<file path="src/rtl/dram_pkg.sv">
// Shared constants and types for the DDR3 local-interface arbiter.
package dram_pkg;

  localparam int         LOCAL_AW   = 24;
  localparam int         LOCAL_DW   = 256;
  localparam int         LOCAL_BEW  = 32;
  localparam logic [2:0] LOCAL_SIZE = 3'b001;

  // Requester id: 0 = Wishbone bridge FIFO, 1 = secondary master.
  typedef logic req_id_t;

  typedef enum logic [1:0] {
    ST_INIT  = 2'd0,
    ST_IDLE  = 2'd1,
    ST_ISSUE = 2'd2
  } arb_state_e;

  // The round-robin pointer always moves to the requester not just served.
  function automatic req_id_t other_req(input req_id_t id);
    return ~id;
  endfunction

endpackage

</file>
<file path="src/rtl/dram_tag_fifo.sv">
// In-order tag FIFO: remembers which requester owns each outstanding read.
// Supports push and pop on the same edge; pop from empty is ignored.
module dram_tag_fifo #(
  parameter int DEPTH = 4,
  parameter int WIDTH = 1
) (
  input  logic                     ddr_clk,
  input  logic                     wb_rst_i,
  input  logic                     push_i,
  input  logic [WIDTH-1:0]         din_i,
  input  logic                     pop_i,
  output logic [WIDTH-1:0]         dout_o,
  output logic                     empty_o,
  output logic [$clog2(DEPTH):0]   count_o
);
  localparam int PW = $clog2(DEPTH);
  localparam int CW = PW + 1;

  logic [WIDTH-1:0] mem_q [DEPTH];
  logic [PW-1:0]    wr_ptr_q, rd_ptr_q;
  logic [CW-1:0]    cnt_q;
  logic             full, do_push, do_pop;

  assign full    = (cnt_q == CW'(DEPTH));
  assign do_pop  = pop_i && (cnt_q != '0);
  assign do_push = push_i && (!full || do_pop);
  assign dout_o  = mem_q[rd_ptr_q];
  assign empty_o = (cnt_q == '0);
  assign count_o = cnt_q;

  // Storage array; contents are don't-care until written, so no reset.
  always_ff @(posedge ddr_clk) begin
    if (do_push) mem_q[wr_ptr_q] <= din_i;
  end

  // Pointers and occupancy; DEPTH is a power of two so pointers wrap naturally.
  always_ff @(posedge ddr_clk or posedge wb_rst_i) begin
    if (wb_rst_i) begin
      wr_ptr_q <= '0;
      rd_ptr_q <= '0;
      cnt_q    <= '0;
    end else begin
      if (do_push) wr_ptr_q <= wr_ptr_q + PW'(1);
      if (do_pop)  rd_ptr_q <= rd_ptr_q + PW'(1);
      case ({do_push, do_pop})
        2'b10:   cnt_q <= cnt_q + CW'(1);
        2'b01:   cnt_q <= cnt_q - CW'(1);
        default: cnt_q <= cnt_q;
      endcase
    end
  end

endmodule

</file>
<file path="src/rtl/dram_local_arb.sv">
// Two-port round-robin arbiter/sequencer in front of the DDR3 controller
// local interface. One size-1 burst in flight at a time; read returns are
// steered back to their issuer through an in-order tag FIFO.
module dram_local_arb
  import dram_pkg::*;
#(
  parameter int MAX_RD = 4,
  parameter int AW     = LOCAL_AW
) (
  input  logic                 ddr_clk,
  input  logic                 wb_rst_i,
  input  logic                 init_done,
  input  logic                 r0_req,
  input  logic                 r0_we,
  input  logic [AW-1:0]        r0_addr,
  input  logic [LOCAL_DW-1:0]  r0_wdata,
  input  logic [LOCAL_BEW-1:0] r0_be,
  output logic                 r0_ack,
  output logic                 r0_rvalid,
  input  logic                 r1_req,
  input  logic                 r1_we,
  input  logic [AW-1:0]        r1_addr,
  input  logic [LOCAL_DW-1:0]  r1_wdata,
  input  logic [LOCAL_BEW-1:0] r1_be,
  output logic                 r1_ack,
  output logic                 r1_rvalid,
  output logic [LOCAL_DW-1:0]  rdata,
  input  logic                 local_ready,
  output logic [AW-1:0]        local_address,
  output logic                 local_burstbegin,
  output logic                 local_read_req,
  output logic                 local_write_req,
  output logic [LOCAL_DW-1:0]  local_wdata,
  output logic [LOCAL_BEW-1:0] local_be,
  output logic [2:0]           local_size,
  input  logic                 local_rdata_valid,
  input  logic [LOCAL_DW-1:0]  local_rdata,
  output logic                 busy,
  output logic                 err_orphan
);
  localparam int CW = $clog2(MAX_RD) + 1;

  arb_state_e           state_q, state_d;
  req_id_t              rr_ptr_q, cur_id_q, sel, tag_out;
  logic [CW-1:0]        rd_cnt, rd_cnt_d;
  logic                 tag_empty;
  logic                 elig0, elig1, pick, issue_done, push, pop, orphan;
  logic                 sel_we;
  logic [AW-1:0]        sel_addr;
  logic [LOCAL_DW-1:0]  sel_wdata;
  logic [LOCAL_BEW-1:0] sel_be;

  logic                 r0_ack_q, r1_ack_q, r0_rvalid_q, r1_rvalid_q;
  logic                 burst_q, rd_req_q, wr_req_q, busy_q, err_orphan_q;
  logic [AW-1:0]        addr_q;
  logic [LOCAL_DW-1:0]  wdata_q, rdata_q;
  logic [LOCAL_BEW-1:0] be_q;

  assign r0_ack           = r0_ack_q;
  assign r1_ack           = r1_ack_q;
  assign r0_rvalid        = r0_rvalid_q;
  assign r1_rvalid        = r1_rvalid_q;
  assign rdata            = rdata_q;
  assign local_address    = addr_q;
  assign local_burstbegin = burst_q;
  assign local_read_req   = rd_req_q;
  assign local_write_req  = wr_req_q;
  assign local_wdata      = wdata_q;
  assign local_be         = be_q;
  assign local_size       = LOCAL_SIZE;
  assign busy             = busy_q;
  assign err_orphan       = err_orphan_q;

  // Outstanding-read tags, in issue order.
  dram_tag_fifo #(.DEPTH(MAX_RD), .WIDTH(1)) u_tag_fifo (
    .ddr_clk  (ddr_clk),
    .wb_rst_i (wb_rst_i),
    .push_i   (push),
    .din_i    (cur_id_q),
    .pop_i    (pop),
    .dout_o   (tag_out),
    .empty_o  (tag_empty),
    .count_o  (rd_cnt)
  );

  // Eligibility and round-robin pick; writes bypass the read-credit limit.
  always_comb begin
    elig0      = r0_req && (r0_we || (rd_cnt < CW'(MAX_RD)));
    elig1      = r1_req && (r1_we || (rd_cnt < CW'(MAX_RD)));
    pick       = (state_q == ST_IDLE) && init_done && (elig0 || elig1);
    sel        = (elig0 && elig1) ? rr_ptr_q : req_id_t'(elig1);
    sel_we     = sel ? r1_we    : r0_we;
    sel_addr   = sel ? r1_addr  : r0_addr;
    sel_wdata  = sel ? r1_wdata : r0_wdata;
    sel_be     = sel ? r1_be    : r0_be;
    issue_done = (state_q == ST_ISSUE) && local_ready;
    push       = issue_done && rd_req_q;
    pop        = local_rdata_valid && !tag_empty;
    orphan     = local_rdata_valid && tag_empty;
  end

  // Next state; a dropped init_done is honoured only once the bus is idle.
  always_comb begin
    state_d = state_q;
    case (state_q)
      ST_INIT:  if (init_done) state_d = ST_IDLE;
      ST_IDLE:  if (!init_done) state_d = ST_INIT;
                else if (pick) state_d = ST_ISSUE;
      ST_ISSUE: if (local_ready) state_d = init_done ? ST_IDLE : ST_INIT;
      default:  state_d = ST_INIT;
    endcase
  end

  // Read-credit count after this edge, used to register busy.
  always_comb begin
    rd_cnt_d = rd_cnt;
    if (push && !pop)      rd_cnt_d = rd_cnt + CW'(1);
    else if (pop && !push) rd_cnt_d = rd_cnt - CW'(1);
  end

  // FSM, fairness pointer, owner of the in-flight command, busy flag.
  always_ff @(posedge ddr_clk or posedge wb_rst_i) begin
    if (wb_rst_i) begin
      state_q  <= ST_INIT;
      rr_ptr_q <= '0;
      cur_id_q <= '0;
      busy_q   <= 1'b0;
    end else begin
      state_q <= state_d;
      busy_q  <= (state_d != ST_IDLE) || (rd_cnt_d != '0);
      if (pick) begin
        rr_ptr_q <= other_req(sel);
        cur_id_q <= sel;
      end
    end
  end

  // Command register toward the controller plus the one-cycle acks.
  always_ff @(posedge ddr_clk or posedge wb_rst_i) begin
    if (wb_rst_i) begin
      r0_ack_q <= 1'b0;
      r1_ack_q <= 1'b0;
      burst_q  <= 1'b0;
      rd_req_q <= 1'b0;
      wr_req_q <= 1'b0;
      addr_q   <= '0;
      wdata_q  <= '0;
      be_q     <= '0;
    end else begin
      r0_ack_q <= pick && !sel;
      r1_ack_q <= pick && sel;
      burst_q  <= pick;
      if (pick) begin
        addr_q   <= sel_addr;
        wdata_q  <= sel_wdata;
        be_q     <= sel_be;
        wr_req_q <= sel_we;
        rd_req_q <= !sel_we;
      end else if (issue_done) begin
        wr_req_q <= 1'b0;
        rd_req_q <= 1'b0;
      end
    end
  end

  // Read return: capture data, steer rvalid by tag, flag beats with no owner.
  always_ff @(posedge ddr_clk or posedge wb_rst_i) begin
    if (wb_rst_i) begin
      rdata_q      <= '0;
      r0_rvalid_q  <= 1'b0;
      r1_rvalid_q  <= 1'b0;
      err_orphan_q <= 1'b0;
    end else begin
      if (local_rdata_valid) rdata_q <= local_rdata;
      r0_rvalid_q <= pop && (tag_out == 1'b0);
      r1_rvalid_q <= pop && (tag_out == 1'b1);
      if (orphan) err_orphan_q <= 1'b1;
    end
  end

endmodule

</file>
<file path="config.mk">
export PLATFORM = sky130hd
export DESIGN_NAME = dram_local_arb
export DESIGN_NICKNAME = d
export VERILOG_FILES = /design/src/rtl/dram_pkg.sv /design/src/rtl/dram_tag_fifo.sv /design/src/rtl/dram_local_arb.sv
export SDC_FILE = /design/constraint.sdc
export NUM_CORES = 1
export LEC_CHECK = 0
export BUFFER_PORTS_ARGS = -buffer_cell sky130_fd_sc_hd__buf_2
export CAP_MARGIN = 10
export CORE_AREA = 2 2 567 569
export CTS_BUF_LIST = sky130_fd_sc_hd__clkbuf_4 sky130_fd_sc_hd__clkbuf_8
export DETAILED_ROUTE_END_ITERATION = 10
export DIE_AREA = 0 0 569 571
export GPL_ROUTABILITY_DRIVEN = 0
export HOLD_SLACK_MARGIN = 0.05
export PLACE_DENSITY = 0.31
export SLEW_MARGIN = 20
export SYNTH_ARGS = -nofsm -noshare
export SYNTH_HDL_FRONTEND = slang
export SYNTH_SLANG_ARGS = --single-unit
</file>
<file path="constraint.sdc">
create_clock -name ddr_clk -period 22.7 [get_ports ddr_clk]
set_input_delay 2.27 -clock ddr_clk [delete_from_list [all_inputs] [get_ports ddr_clk]]
set_output_delay 2.27 -clock ddr_clk [all_outputs]
set_load 0.02 [all_outputs]
</file>
Word level (Yosys, flattened, before mapping):

Memories as Yosys holds them, arrays and structs flattened.
Index checks and enable logic that the tools add are counted.

* add/sub/neg operators: 4
* $mul: 0
* divide/modulo/power cells: 0
* order comparisons: 1
* eq/ne operators: 6
* shift-type cells: 0
* mux-type cells: 19
* bitwise logic cells: 2
* reductions and logical operators: 34

Operators with widths (number)
* two-way mux 256 bit: 1
* two-way mux 32 bit: 1
* two-way mux 24 bit: 1
* logical AND 1 bit: 17
* two-way mux 1 bit: 8
* two-way mux 2 bit: 4
* logical NOT 1 bit: 6
* two-way mux 3 bit: 2
* one-hot mux 2 bit (3 select lines): 1
* one-hot mux 3 bit (2 select lines): 1
* nonzero test 3 bit: 2
* logical OR 1 bit: 5
* adder 2 x 1 -> 2 bit, second input constant: 2
* equality test 2 x 1 -> 1 bit, second input constant: 2
* equality test 2 bit, second input constant: 2
* nonzero test 2 bit: 2
* adder 3 x 1 -> 3 bit, second input constant: 1
* equality test 3 bit, second input constant: 1
* logical NOT 3 bit: 1
* less-than comparator 3 bit, second input constant: 1
* subtractor 3 x 1 -> 3 bit, second input constant: 1
* logical NOT 2 bit: 1
* inequality test 2 x 1 -> 1 bit, second input constant: 1
* inverter 1 bit: 2

* flip-flop bits (word level): 588
* latch bits: 0
* RAM bits: 4
* bits in read-only memories: 0
* input port bits: 889
* output and inout bits: 580
* word-level logic and storage cells: 86
* memories: 1

Memory list
* u_tag_fifo.mem_q: words 4, width 1, read ports 1, clocked after memory_dff 0, wr ports 1, line dram_tag_fifo.sv:19 `logic [WIDTH-1:0] mem_q [DEPTH];`

Logic depth before layout (Yosys ltp):

* depth after elaboration: 10
* mapped depth: 9

Cells and area by module:

From an unflattened synthesis, not the netlist that was laid out.

* cells, all modules: 2420
* area, all modules: 26076.3 sq um

Modules (own cells, without submodules)
* dram_local_arb: instances 1, cells an instance 2377, area each 25494.5 sq um, seq. area each 14538.9 sq um
* dram_tag_fifo: instances 1, cells an instance 43, area each 581.8 sq um, seq. area each 295.3 sq um

Worst setup path before layout:

OpenSTA, ideal clock, no wires.

* kind: input to register
* start point: input local_rdata_valid
* end point: register u_tag_fifo.cnt_q[2], in the netlist u_tag_fifo.count_o[2]
* library setup time: 0.080 ns
* arrival: 3.529 ns
* required time: 22.620 ns
* slack: 19.091 ns
* stages on the path: 7
* cell sequence: clkbuf_1 > inv_1 > a31oi_1 > inv_1 > ha_1 > nor2_1 > xnor2_1

* cells in the longest elaborated chain, start to end: 6

Ends and longest elaborated chain
* from (decl): line dram_local_arb.sv:36 `input logic local_rdata_valid,`
* logical AND 1 bit *: line dram_local_arb.sv:98 `pop = local_rdata_valid && !tag_empty;`
* logical AND 1 bit *: line dram_tag_fifo.sv:25 `assign do_pop = pop_i && (cnt_q != '0);`
* logical OR 1 bit: line dram_tag_fifo.sv:26 `assign do_push = push_i && (!full || do_pop);`
* logical AND 1 bit: line dram_tag_fifo.sv:26
* equality test 2 x 1 -> 1 bit / equality test 2 bit (equally long branches): line dram_tag_fifo.sv:45 `case ({do_push, do_pop})`
* one-hot mux 3 bit (2 select lines) / nonzero test 2 bit (equally long branches)
* to (signal assigned): line dram_tag_fifo.sv:46 `2'b10: cnt_q <= cnt_q + CW'(1);`
* to (signal assigned): line dram_tag_fifo.sv:47 `2'b01: cnt_q <= cnt_q - CW'(1);`
* to (signal assigned): line dram_tag_fifo.sv:48 `default: cnt_q <= cnt_q;`
* to (decl): line dram_tag_fifo.sv:21 `logic [CW-1:0] cnt_q;`

Mark *: on every way between the ends. The rest lies on a longest branch, timed or not.
A chain may end at the register's enable or synchronous reset.

Worst setup path after layout:

* start point: input init_done
* end point: register wdata_q[146], in the netlist local_wdata[146]

* cells in the longest elaborated chain, start to end: 2

Ends and longest elaborated chain
* from (decl): line dram_local_arb.sv:12 `input logic init_done,`
* logical AND 1 bit (2 in series): line dram_local_arb.sv:90 `pick = (state_q == ST_IDLE) && init_done && (elig0 || elig1);`
* to (signal assigned): line dram_local_arb.sv:155 `wdata_q <= sel_wdata;`
* to (decl): line dram_local_arb.sv:56 `logic [LOCAL_DW-1:0] wdata_q, rdata_q;`

No other way between the ends.

==> reports/qor.csv <==
stage,metric,value,unit
synthesis,ys_types,38,
grt,grt_pass1_wl,292,mm
floorplan,core_area,319000,µm²
worst_setup_path,start_kind,primary input,
sta,max_slew_margin,21.2,%
clock_tree,cts_buffer_depth,4,
final_layout,drive_above_1_share,51.1,%
synthesis,ys_seq_area_share,56.5,%
worst_setup_path,crit_type,primary input to flip-flop,
job,maxCapViolations,0,
routing,drtIter0Drc,1430,
placement,dp_hpwl,193,mm
floorplan,initial_core_util,8.23,%
final_layout,area_growth,55.7,%
grt,globalRouteOverflowTotal,0,
clock_tree,cts_setup_buffers,0,
routing,wl_per_cell,28.2,µm
floorplan,die_w,569,µm
worst_setup_path,crit_path_end_kind,flip-flop,
clock_tree,clk_pin_slew,0.05,ns
sta,tns,0,ns
sta,rsz0062_at_grt,false,
clock_tree,numCtsBuffers,136,
synthesis,ys_warn_count,0,
routing,routed_wl,230,mm
routing,drtAntennaViolNets,0,
outcome,run_status,finished clean,
routing,firstDrtPassIters,5,
floorplan,pin_count,1469,
clock_tree,clkLatencyLatePin,0.90,ns
power,total_power,4.74,mW
synthesis,syn-instance-count,2415,
sta,fin_skew,0.0887,ns
sta,period_share,27.8,%
clock_tree,cts_hold_buf,0,
floorplan,design.die.area,325000,µm²
routing,vias,26919,
power,p_leak,17.7,nW
grt,antenna_found_initial,216,
sta,fmax,159,MHz
sta,max_slew.worst_pin.slew,1.18,ns
grt,grt_pass1_vias,28009,
worst_hold_path,hold_path_class,flip-flop to flip-flop,
routing,via_per_inst,3.30,
sta,finalSetupViolCount,0,
grt,grtUsageTotal,13.6,%
final_layout,layout_commonest_cell,buf_2,
floorplan,rows,208,
synthesis,ys_ff_latch,592,
placement,io_buffers,1465,
sta,maxSlewViolCount,0,
clock_tree,cts_tree,built,
final_layout,fin_nets,4714,
sta,min_period,6.30,ns
clock_tree,h-tree-depth,4,
final_layout,layout_common_cells,"buf_2, nand2_1, dfrtp_1, nand4_1, o211ai_1",
grt,grt_max_degree,161,
worst_setup_path,crit_fanout,97,
power,ir_drop,0.0518,mV
routing,route.detailed.drc,0,
worst_setup_path,arrival,7.03,ns
clock_tree,clock_sinks,592,
clock_tree,cts-resized-gates,0,
clock_tree,root_buffer,clkbuf_8,
power,powerDensity,116,nW/µm²
worst_setup_path,worstPathRequired,23.42,ns
floorplan,dieHeight,571,µm
final_layout,fillCellCount,36799,
synthesis,synthesis.area,26300,µm²
sta,finalHoldViolCount,0,
synthesis,syn_area_per_cell,10.9,µm²
==> metal layers <==
layer / vias to the layer above / routed length, µm / GRT usage (%)
met4: 142 / 7730 / 3.61
met1: 13167 / 81700 / 14.1
met3: 534 / 27000 / 6.85
met5: - / 932 / 0
met2: 1462 / 113000 / 24.0
li1: 11614 / - / -
==> final timing paths <==
| kind | start | cells past startpoint | slack (ns) | to |
|---|---|---|---|---|
| setup / recovery | init_done | 9 | 16.40 | local_wdata[146] |
| hold / removal | err_orphan | 1 | 0.48 | err_orphan |
| setup reg to reg | state_q[0] | 8 | 17.45 | local_wdata[146] |
| hold reg to reg | err_orphan | 1 | 0.48 | err_orphan |
| max in group asynchronous | wb_rst_i | 7 | 17.09 | rdata[153] |
| min in group asynchronous | wb_rst_i | 2 | 1.50 | local_wdata[83] |
==> Yosys cell counts (all sizes together) <==
cell type / n / area share [%]
a21o: 2 / 0.057
a211o: 1 / 0.033
nor3: 1 / 0.019
mux2i: 1 / 0.038
edfxtp: 4 / 0.46
buf: 196 / 4.6
o221ai: 1 / 0.057
a2111oi: 1 / 0.033
and2: 4 / 0.095
o21bai: 2 / 0.057
inv: 11 / 0.16
nand4b: 1 / 0.033
xor2: 1 / 0.033
a31o: 1 / 0.033
clkbuf: 44 / 0.63
nand3b: 3 / 0.086
o21ai: 2 / 0.038
a31oi: 1 / 0.024
o41ai: 2 / 0.067
o211ai: 313 / 8.9
a21oi: 1 / 0.019
dfrtp: 588 / 56
mux2: 256 / 11
a22oi: 3 / 0.086
nor2b: 2 / 0.048
nand2b: 4 / 0.095
mux4: 1 / 0.086
conb: 2 / 0.029
nand4: 313 / 7.5
ha: 8 / 0.38
a221oi: 1 / 0.033
nand2: 632 / 9.0
nor2: 4 / 0.057
xnor2: 7 / 0.23
and3: 1 / 0.024
==> registers in the layout, indices dropped and copies added, names as in the netlist <==
| register | flops |
|---|---|
| rr_ptr_q | 1 |
| local_write_req | 1 |
| busy | 1 |
| err_orphan | 1 |
| local_wdata | 256 |
| local_be | 32 |
| r0_ack | 1 |
| r1_rvalid | 1 |
| u_tag_fifo.count_o | 3 |
| u_tag_fifo.mem_q | 4 |
| u_tag_fifo.rd_ptr_q | 2 |
| r0_rvalid | 1 |
| rdata | 256 |
| local_read_req | 1 |
| u_tag_fifo.wr_ptr_q | 2 |
| r1_ack | 1 |
| state_q | 2 |
| local_address | 24 |
| cur_id_q | 1 |
| local_burstbegin | 1 |
==> cells by family (layout without fill, tap and decap cells) <==
kind of cell / count (synthesis) / count (layout) / share of synthesized area [%]
mux: 258 / 258 / 11.1
other cells: 2 / 59 / 0.0286
xor+xnor: 8 / 8 / 0.267
fa+ha+maj: 8 / 8 / 0.381
simple gates: 965 / 965 / 16.9
compound gates: 331 / 331 / 9.48
buf+inv: 251 / 1744 / 5.35
flops: 592 / 592 / 56.5
==> stage by stage <==
| stage | worst slack, ns | utilization, % | instance area [µm²] | hold WS (ns) | std cells |
|---|---|---|---|---|---|
| detailed placement | 15.68 | 11.9 | 37900 | 0.470 | 7879 |
| floorplan | 3.98 | - | 26300 | 0.453 | 2416 |
| finish | 16.40 | 12.8 | 40900 | 0.481 | 8165 |
| CTS | 16.67 | 12.8 | 40800 | 0.486 | 8109 |
| global placement | 15.78 | 11.9 | 37900 | 0.467 | 7879 |
| global route | 16.19 | 12.8 | 40800 | 0.519 | 8132 |
==> report_power, final <==
group          leakage [nW]  switching [mW]  internal (mW)  total (mW)
Clock                  1.55           0.593          0.812        1.40
Combinational          9.07            1.23          0.524        1.75
Sequential             7.13           0.202           1.38        1.58
Total                  17.7            2.03           2.72        4.74
==> layout make-up <==
| cell class | instances | area (µm²) | area share (%) |
|---|---|---|---|
| tap | 4200 | 5260 | 12.8 |
| multi-input combinational | 1573 | 10100 | 24.6 |
| clock inverter | 24 | 349 | 0.853 |
| clock buffer | 206 | 2570 | 6.29 |
| timing repair buffer | 1503 | 7640 | 18.7 |
| sequential | 592 | 14800 | 36.3 |
| antenna | 56 | 140 | 0.342 |
| inverter | 11 | 48.8 | 0.119 |
==> worst max-delay path, cell delays in order <==
cell,delay (ns)
buf_2,0.09
nand2_1,0.12
nor2_4,0.75
buf_4,0.83
buf_4,0.60
buf_4,0.84
buf_4,0.90
nand2_1,0.15
o211ai_1,0.20
Note: power is estimated with default switching activity, not from simulation.
